[config.mk]
export PLATFORM = sky130hd
export DESIGN_NAME = e203_exu_alu_dpath_arb
export DESIGN_NICKNAME = d
export VERILOG_FILES = /design/src/rtl/e203_exu_alu_dpath_arb.sv
export SDC_FILE = /design/constraint.sdc
export NUM_CORES = 1
export LEC_CHECK = 0
export ABC_AREA = 1
export BUFFER_PORTS_ARGS = -buffer_cell sky130_fd_sc_hd__buf_2
export CAP_MARGIN = 20
export CORE_AREA = 2 2 139 141
export DETAILED_ROUTE_END_ITERATION = 6
export DIE_AREA = 0 0 141 143
export GPL_TIMING_DRIVEN = 0
export PLACE_DENSITY = 0.47
export RECOVER_POWER = 25
export SYNTH_ARGS = -nofsm -noshare
export SYNTH_HDL_FRONTEND = slang
export SYNTH_SLANG_ARGS = --single-unit
[constraint.sdc]
create_clock -name clk -period 1.8 [get_ports clk]
set_input_delay 0.09 -clock clk [delete_from_list [all_inputs] [get_ports clk]]
set_output_delay 0.09 -clock clk [all_outputs]
set_load 0.05 [all_outputs]
[src/rtl/e203_exu_alu_dpath_arb.sv]
// ---------------------------------------------------------------------------
// e203_exu_alu_dpath_arb
//
// Arbiter for the EXU ALU's shared datapath resources. Two requesters use
// these resources:
//   - single-cycle ALU operations
//   - the multi-cycle MULDIV sequencer
// The resources are the shared adder and the two shared buffer registers
// (sbf_0 / sbf_1).
//
// While a MULDIV operation is in flight, the datapath is locked to MULDIV.
// The lock is released by the final MULDIV step (done) or by a pipeline
// flush. A small starvation counter guarantees that a pending MULDIV start
// eventually wins over back-to-back ALU traffic.
//
// Ports:
//   clk, rst_n                       clock, async active-low reset
//   alu_req_*                        ALU request: valid/ready handshake,
//                                    operands and add/sub controls
//   mdv_req_*                        MULDIV request: same handshake plus done
//   mdv_sbf_{0,1}_ena/_nxt           MULDIV write port for shared buffers
//   sbf_{0,1}_r                      shared buffer contents
//   flush_pulse                      aborts MULDIV ownership
//   adder_op1/op2/add/sub            muxed operands/controls to the adder
//   mdv_busy                         datapath currently locked to MULDIV
// ---------------------------------------------------------------------------
module e203_exu_alu_dpath_arb #(
  parameter int ADDER_W    = 35,
  parameter int SBF_W      = 33,
  parameter int STARVE_MAX = 4
) (
  input  logic               clk,
  input  logic               rst_n,

  input  logic               alu_req_valid,
  output logic               alu_req_ready,
  input  logic [ADDER_W-1:0] alu_req_op1,
  input  logic [ADDER_W-1:0] alu_req_op2,
  input  logic               alu_req_add,
  input  logic               alu_req_sub,

  input  logic               mdv_req_valid,
  output logic               mdv_req_ready,
  input  logic               mdv_req_done,
  input  logic [ADDER_W-1:0] mdv_req_op1,
  input  logic [ADDER_W-1:0] mdv_req_op2,
  input  logic               mdv_req_add,
  input  logic               mdv_req_sub,

  input  logic               mdv_sbf_0_ena,
  input  logic [SBF_W-1:0]   mdv_sbf_0_nxt,
  input  logic               mdv_sbf_1_ena,
  input  logic [SBF_W-1:0]   mdv_sbf_1_nxt,
  output logic [SBF_W-1:0]   sbf_0_r,
  output logic [SBF_W-1:0]   sbf_1_r,

  input  logic               flush_pulse,

  output logic [ADDER_W-1:0] adder_op1,
  output logic [ADDER_W-1:0] adder_op2,
  output logic               adder_add,
  output logic               adder_sub,

  output logic               mdv_busy
);

  localparam int CNT_W = (STARVE_MAX < 1) ? 1 : $clog2(STARVE_MAX + 1);
  localparam logic [CNT_W-1:0] CNT_MAX = CNT_W'(STARVE_MAX);

  typedef enum logic [0:0] {
    IDLE    = 1'b0,
    MDV_OWN = 1'b1
  } state_t;

  state_t           state;
  state_t           state_nxt;
  logic [CNT_W-1:0] starve_cnt;
  logic [CNT_W-1:0] starve_cnt_nxt;
  logic             starve_hit;
  logic             alu_grant;
  logic             mdv_grant;

  assign starve_hit = (starve_cnt == CNT_MAX);

  // Grant decision and lock FSM.
  // In IDLE, the ALU normally wins ties. Once MULDIV has lost STARVE_MAX
  // times in a row, the priority flips to MULDIV for that cycle.
  // In MDV_OWN, the ALU is locked out completely. MULDIV is granted whenever
  // it asks. A flush still lets the flush cycle's MULDIV grant through; it
  // only drops the lock for the following cycle.
  always_comb begin
    alu_grant = 1'b0;
    mdv_grant = 1'b0;
    state_nxt = state;
    case (state)
      IDLE: begin
        alu_grant = alu_req_valid & ~(mdv_req_valid & starve_hit);
        mdv_grant = mdv_req_valid & (~alu_req_valid | starve_hit);
        if (mdv_grant && !mdv_req_done) begin
          state_nxt = MDV_OWN;
        end
      end
      MDV_OWN: begin
        mdv_grant = mdv_req_valid;
        if (flush_pulse || (mdv_grant && mdv_req_done)) begin
          state_nxt = IDLE;
        end
      end
      default: begin
        state_nxt = IDLE;
      end
    endcase
  end

  // The starvation count tracks consecutive IDLE cycles in which MULDIV was
  // waiting but the ALU took the adder. Any MULDIV grant resets the count,
  // and so does MULDIV dropping its request.
  always_comb begin
    starve_cnt_nxt = starve_cnt;
    if (mdv_grant || !mdv_req_valid) begin
      starve_cnt_nxt = '0;
    end else if ((state == IDLE) && alu_grant && !starve_hit) begin
      starve_cnt_nxt = starve_cnt + 1'b1;
    end
  end

  always_ff @(posedge clk or negedge rst_n) begin
    if (!rst_n) begin
      state      <= IDLE;
      starve_cnt <= '0;
    end else begin
      state      <= state_nxt;
      starve_cnt <= starve_cnt_nxt;
    end
  end

  // Adder operand mux. When nobody holds a grant, the operands are forced to
  // zero so that the adder does not toggle.
  always_comb begin
    adder_op1 = '0;
    adder_op2 = '0;
    adder_add = 1'b0;
    adder_sub = 1'b0;
    if (alu_grant) begin
      adder_op1 = alu_req_op1;
      adder_op2 = alu_req_op2;
      adder_add = alu_req_add;
      adder_sub = alu_req_sub;
    end else if (mdv_grant) begin
      adder_op1 = mdv_req_op1;
      adder_op2 = mdv_req_op2;
      adder_add = mdv_req_add;
      adder_sub = mdv_req_sub;
    end
  end

  // Shared buffers belong to MULDIV. Only a granted MULDIV cycle may update
  // them. Their contents survive done and flush, so the sequencer can read
  // back its final result afterwards.
  always_ff @(posedge clk or negedge rst_n) begin
    if (!rst_n) begin
      sbf_0_r <= '0;
      sbf_1_r <= '0;
    end else begin
      if (mdv_grant && mdv_sbf_0_ena) begin
        sbf_0_r <= mdv_sbf_0_nxt;
      end
      if (mdv_grant && mdv_sbf_1_ena) begin
        sbf_1_r <= mdv_sbf_1_nxt;
      end
    end
  end

  assign alu_req_ready = alu_grant;
  assign mdv_req_ready = mdv_grant;
  assign mdv_busy      = (state == MDV_OWN);

  // The two grants must never be asserted together.
  grant_exclusive_a : assert property (
    @(posedge clk) disable iff (!rst_n) !(alu_req_ready && mdv_req_ready)
  );

endmodule

* Word-level counts from Yosys, hierarchy flattened
Index checks and enable logic that the tools add are counted.
Word-level totals: bits in registers 70, output and inout port bits 141
Operators by class: add/sub/neg operators 1, equality and inequality tests 1, multiplexer cells 15, bitwise operators 7, reductions and logical operators 12
Operators with widths (count):
- two-way mux 35 bit | 4
- two-way mux 1 bit | 7
- logical AND 1 bit | 6
- two-way mux 3 bit | 2
- one-hot mux 1 bit (2 select lines) | 2
- adder 3 x 1 -> 3 bit, second input constant | 1
- AND 1 bit | 3
- == test 3 bit, second input constant | 1
- zero test 1 bit | 3
- inverter 1 bit | 3
- logical OR 1 bit | 2
- nonzero test 2 bit | 1
- bitwise OR 1 bit | 1

* Depth between registers and ports, before layout
depth in word-level cells 9, mapped depth 9, gate-level depth less buffers 8

* Least setup slack after synthesis
OpenSTA, ideal clock, no wires.
kind reg-to-output, start point reg state (netlist: mdv_busy), end point out adder_op1[21], arrival time 1.823 ns, data required time 1.710 ns, setup slack -0.113 ns, cell stages (with the launch flop) 8, path buffers 1, cell sequence dfrtp_1 -> inv_1 -> nand3_2 -> nand2_1 -> inv_2 -> buf_6 -> nand2_1 -> nand2_1
On the way: longest elaborated chain between the ends 4, elaborated cells between the ends (all ways) 5, those cells by class mux (4); bitwise (1)
RTL lines:
- from (decl) | line 75 | state_t state;
- from (signal assigned) | line 132 | state <= state_nxt;
- inverter 1 bit
- one-hot mux 1 bit (2 select lines) (*) | line 95 | case (state)
- via mdv_req_ready | line 43 | output logic mdv_req_ready,
- two-way mux 35 bit (*) | line 149 | end else if (mdv_grant) begin
- two-way mux 35 bit (*) | line 144 | if (alu_grant) begin
- to (decl) | line 59 | output logic [ADDER_W-1:0] adder_op1,
The timed path passes the listed nets; every way through them passes the cells marked *.

* Worst setup path in the final report
start point reg starve_cnt[0], end point out adder_op1[29]
On the way: longest elaborated chain between the ends 6, elaborated cells between the ends (all ways) 10, those cells by class eq/ne (1); mux (4); bitwise (5)
RTL lines:
- from (decl) | line 77 | logic [CNT_W-1:0] starve_cnt;
- from (signal assigned) | line 133 | starve_cnt <= starve_cnt_nxt;
- == test 3 bit (*) | line 83 | assign starve_hit = (starve_cnt == CNT_MAX);
- bitwise OR 1 bit / AND 1 bit (equally long branches) | line 98, 97
- AND 1 bit / inverter 1 bit (equally long branches) | line 98, 97
- one-hot mux 1 bit (2 select lines) / AND 1 bit (equally long branches) | line 95, 97
- two-way mux 35 bit / two-way mux 1 bit (equally long branches) | line 149, 95
- two-way mux 35 bit (*) | line 144
Every way passes the cells marked *; elsewhere a longest branch is shown, timed or not.

==> summary.md <==
| Metric | Value |
|---|---|
| # DRC | `0` |
| Synthesized cell area | `3850 um2` |
| I/O pin total | `359` |
| Crit path kind | `reg -> out` |
| DIE WIDTH | `141 um` |
| Starting DRT DRC Count | `140` |
| CTS Root Cell | `clkbuf_16` |
| Layout Area Growth over Synthesis | `95.6%` |
| Layout cells sized above 1 | `50.3%` |
| Arrival @ worst endpoint | `1.88 ns` |
| Die Ht | `143 um` |
| Vias in the first global route | `5065` |
| Cell count after synthesis | `551` |
| Commonest cells post-synth | `nand2_1, dfrtp_1, nand4_1` |
| DP Cell Count | `1141` |
| Unique masters post-synth | `18` |
| 1st-pass router iterations | `4` |
| YS warnings | `0` |
| Final Cycle Share | `109%` |
| Most common cell in the netlist | `nand2_1` |
| Vias per inst | `4.38` |
| IO Port Bufs | `355` |
| Core Area | `18600 um2` |
| Status | `finished with violations` |
| Post-DP HPWL | `15.1 mm` |
| Avg Inst Size Synth | `6.99 um2` |
| Fin crit period | `1.97 ns` |
| Final Non-Filler Cells | `1191` |
| MaxCap Viol Count | `0` |
| Setup Skew | `0.00855 ns` |
| Actual slew at the worst max-slew pin | `0.693 ns` |
| Critical Path Source Type | `flip-flop` |
| PwrDens | `1000 nW/um2` |
| Starting Density | `20.7%` |
| Most used DFF post-synth | `dfrtp_1` |
| Required time of the critical path | `1.71 ns` |
| Clk sink count | `70` |
| EDFF count, synth | `0` |
| Endpoints failing setup | `73` |
| FF-to-FF setup slack | `0.16 ns` |
| DP Area | `5950 um2` |
| Leakage power | `4.34 nW` |
| RSZ-0062 raised after global routing | `yes` |
| RePlAce Congestion | `0.854` |
| Clk buf depth | `2` |
| Clock-pin slew on the worst setup and hold paths | `0.06 ns` |
| Min Hold Slack | `0.0135 ns` |
| Post-synth ARST share | `100%` |
| Global-route wire length before repair | `27.9 mm` |
| Drt wl/cell | `16.3 um` |
| Finished Core Util | `40.5%` |
| Worst skew pair latency | `0.33 ns` |
| Area leader, netlist | `dfrtp_1` |
| Synth Register Bits | `70` |
| Syn Nets | `771` |
| Routed Wire Length | `19.4 mm` |
| Gr usage total | `18.1%` |
| CTS tree | `done` |
| VDD IR max | `558 uV` |
| Final Max Tran Viols | `0` |
| Worst setup EP type | `output port` |
| Sequential area share after synthesis | `45.5%` |
| Fin nets | `1170` |
| Synth top area share | `45.5%` |
| Num CTS Buffers | `9` |
| Std-Cell Rows | `50` |
| Final hold violation count | `0` |
| Initial antenna violation count | `4` |
| Max Freq | `509 MHz` |
| Via count | `5213` |
| Min-delay worst type | `in -> reg` |
| Worst relative slew slack | `53.8%` |
| Failing checks | `negative setup slack` |
| Worst setup margin | `-0.166 ns` |
| Design Area, Final | `7530 um2` |
| Die area | `20200 um2` |
| Pin count of the biggest net entering global routing | `45` |
| CTS H-tree depth | `3` |
| CP max FO | `10` |
| Antenna viol nets, final | `0` |
| Synth top area cells | `dfrtp_1, nand2_1, nand4_1` |
| Congestion Overflow GR | `0` |
area by class of cell:
cell class | count | area [um2]
clock buffer | 14 | 284
antenna | 2 | 5.00
buffer | 43 | 313
multi-input combinational | 433 | 2110
timing repair inverter | 1 | 7.51
timing repair buffer | 387 | 2710
inverter | 5 | 21.3
clock inverter | 2 | 37.5
fill | 1950 | 11000
sequential | 70 | 1750
tap | 234 | 293
final timing paths:
path | to | depth (start not counted) | from
min reg2reg | sbf_0_r[3]$_DFFE_PN0P_ | 2 | sbf_0_r[3]$_DFFE_PN0P_
max in group asynchronous | mdv_busy$_DFF_PN0_ | 3 | rst_n
min | sbf_1_r[15]$_DFFE_PN0P_ | 3 | mdv_sbf_1_nxt[15]
max | adder_op1[29] | 10 | starve_cnt[0]$_DFFE_PN0P_
max reg2reg | sbf_0_r[14]$_DFFE_PN0P_ | 8 | starve_cnt[0]$_DFFE_PN0P_
min in group asynchronous | sbf_0_r[16]$_DFFE_PN0P_ | 2 | rst_n
metal layers:
layer / GRT usage (%) / part of all wire, % / vias to the layer above
met5: 0 / 0 / -
met4: 4.95 / 1.6 / 0
met3: 5.23 / 7.2 / 26
met2: 34.1 / 53 / 222
met1: 19.8 / 39 / 2405
li1: - / - / 2560
state kept, by name, indices dropped and copies added, names as in the netlist:
signal / flops
mdv_busy: 1
starve_cnt: 3
sbf_1_r: 33
sbf_0_r: 33
cells in the final DEF (no fill, tap or decap), drive strengths merged:
master	n
clkbuf	31
buf	396
o21ai	1
nand4	66
diode	2
inv	5
and3	1
clkinvlp	2
nor2	4
nand2	354
xnor2	1
dlygate4sd3	17
ha	2
bufinv	1
dfrtp	70
nand3	4
metrics by stage:
step	power (mW)	setup TNS, ns	setup slack (ns)
floorplan	4.20	0	0.0407
global placement	5.15	-7.81	-0.202
detailed placement	5.17	-9.67	-0.234
CTS	7.57	-9.34	-0.189
global route	7.92	-17.17	-0.277
finish	7.55	-8.29	-0.166
worst max-delay path, cell delays in order, from the launching register on:
cell     delay (ns)
dfrtp_1        0.35
inv_1          0.05
ha_2           0.19
nand3_1        0.09
nand2_2        0.07
nor2_4         0.16
buf_12         0.16
buf_8          0.14
nand2_1        0.10
nand2_2        0.09
buf_6          0.15
report_power, final:
part	internal (mW)	switching, mW	leakage [nW]	total, mW
Sequential	1.85	0.145	0.876	2.00
Clock	1.22	0.662	0.155	1.89
Combinational	1.13	2.54	3.31	3.67
cell families after synthesis:
family,share of synthesized area (%)
AOI/OAI and AO/OA,0.130
and+or+nand+nor,46.6
DFF,45.5
xor gates and xnor gates,0.228
buffers and inverters,6.86
adders and majority gates,0.650
repair_timing:
action                                  in CTS  in global routing
cloned                                       5                  2
endpoints found under the setup margin      74                 75
buffers inserted                             7                  1
pin swaps                                   11                 12
hold buffers                                17                  0
endpoints found under the hold margin       42                  0
gates resized for setup                    259                 34
Note: power is estimated with default switching activity, not from simulation.
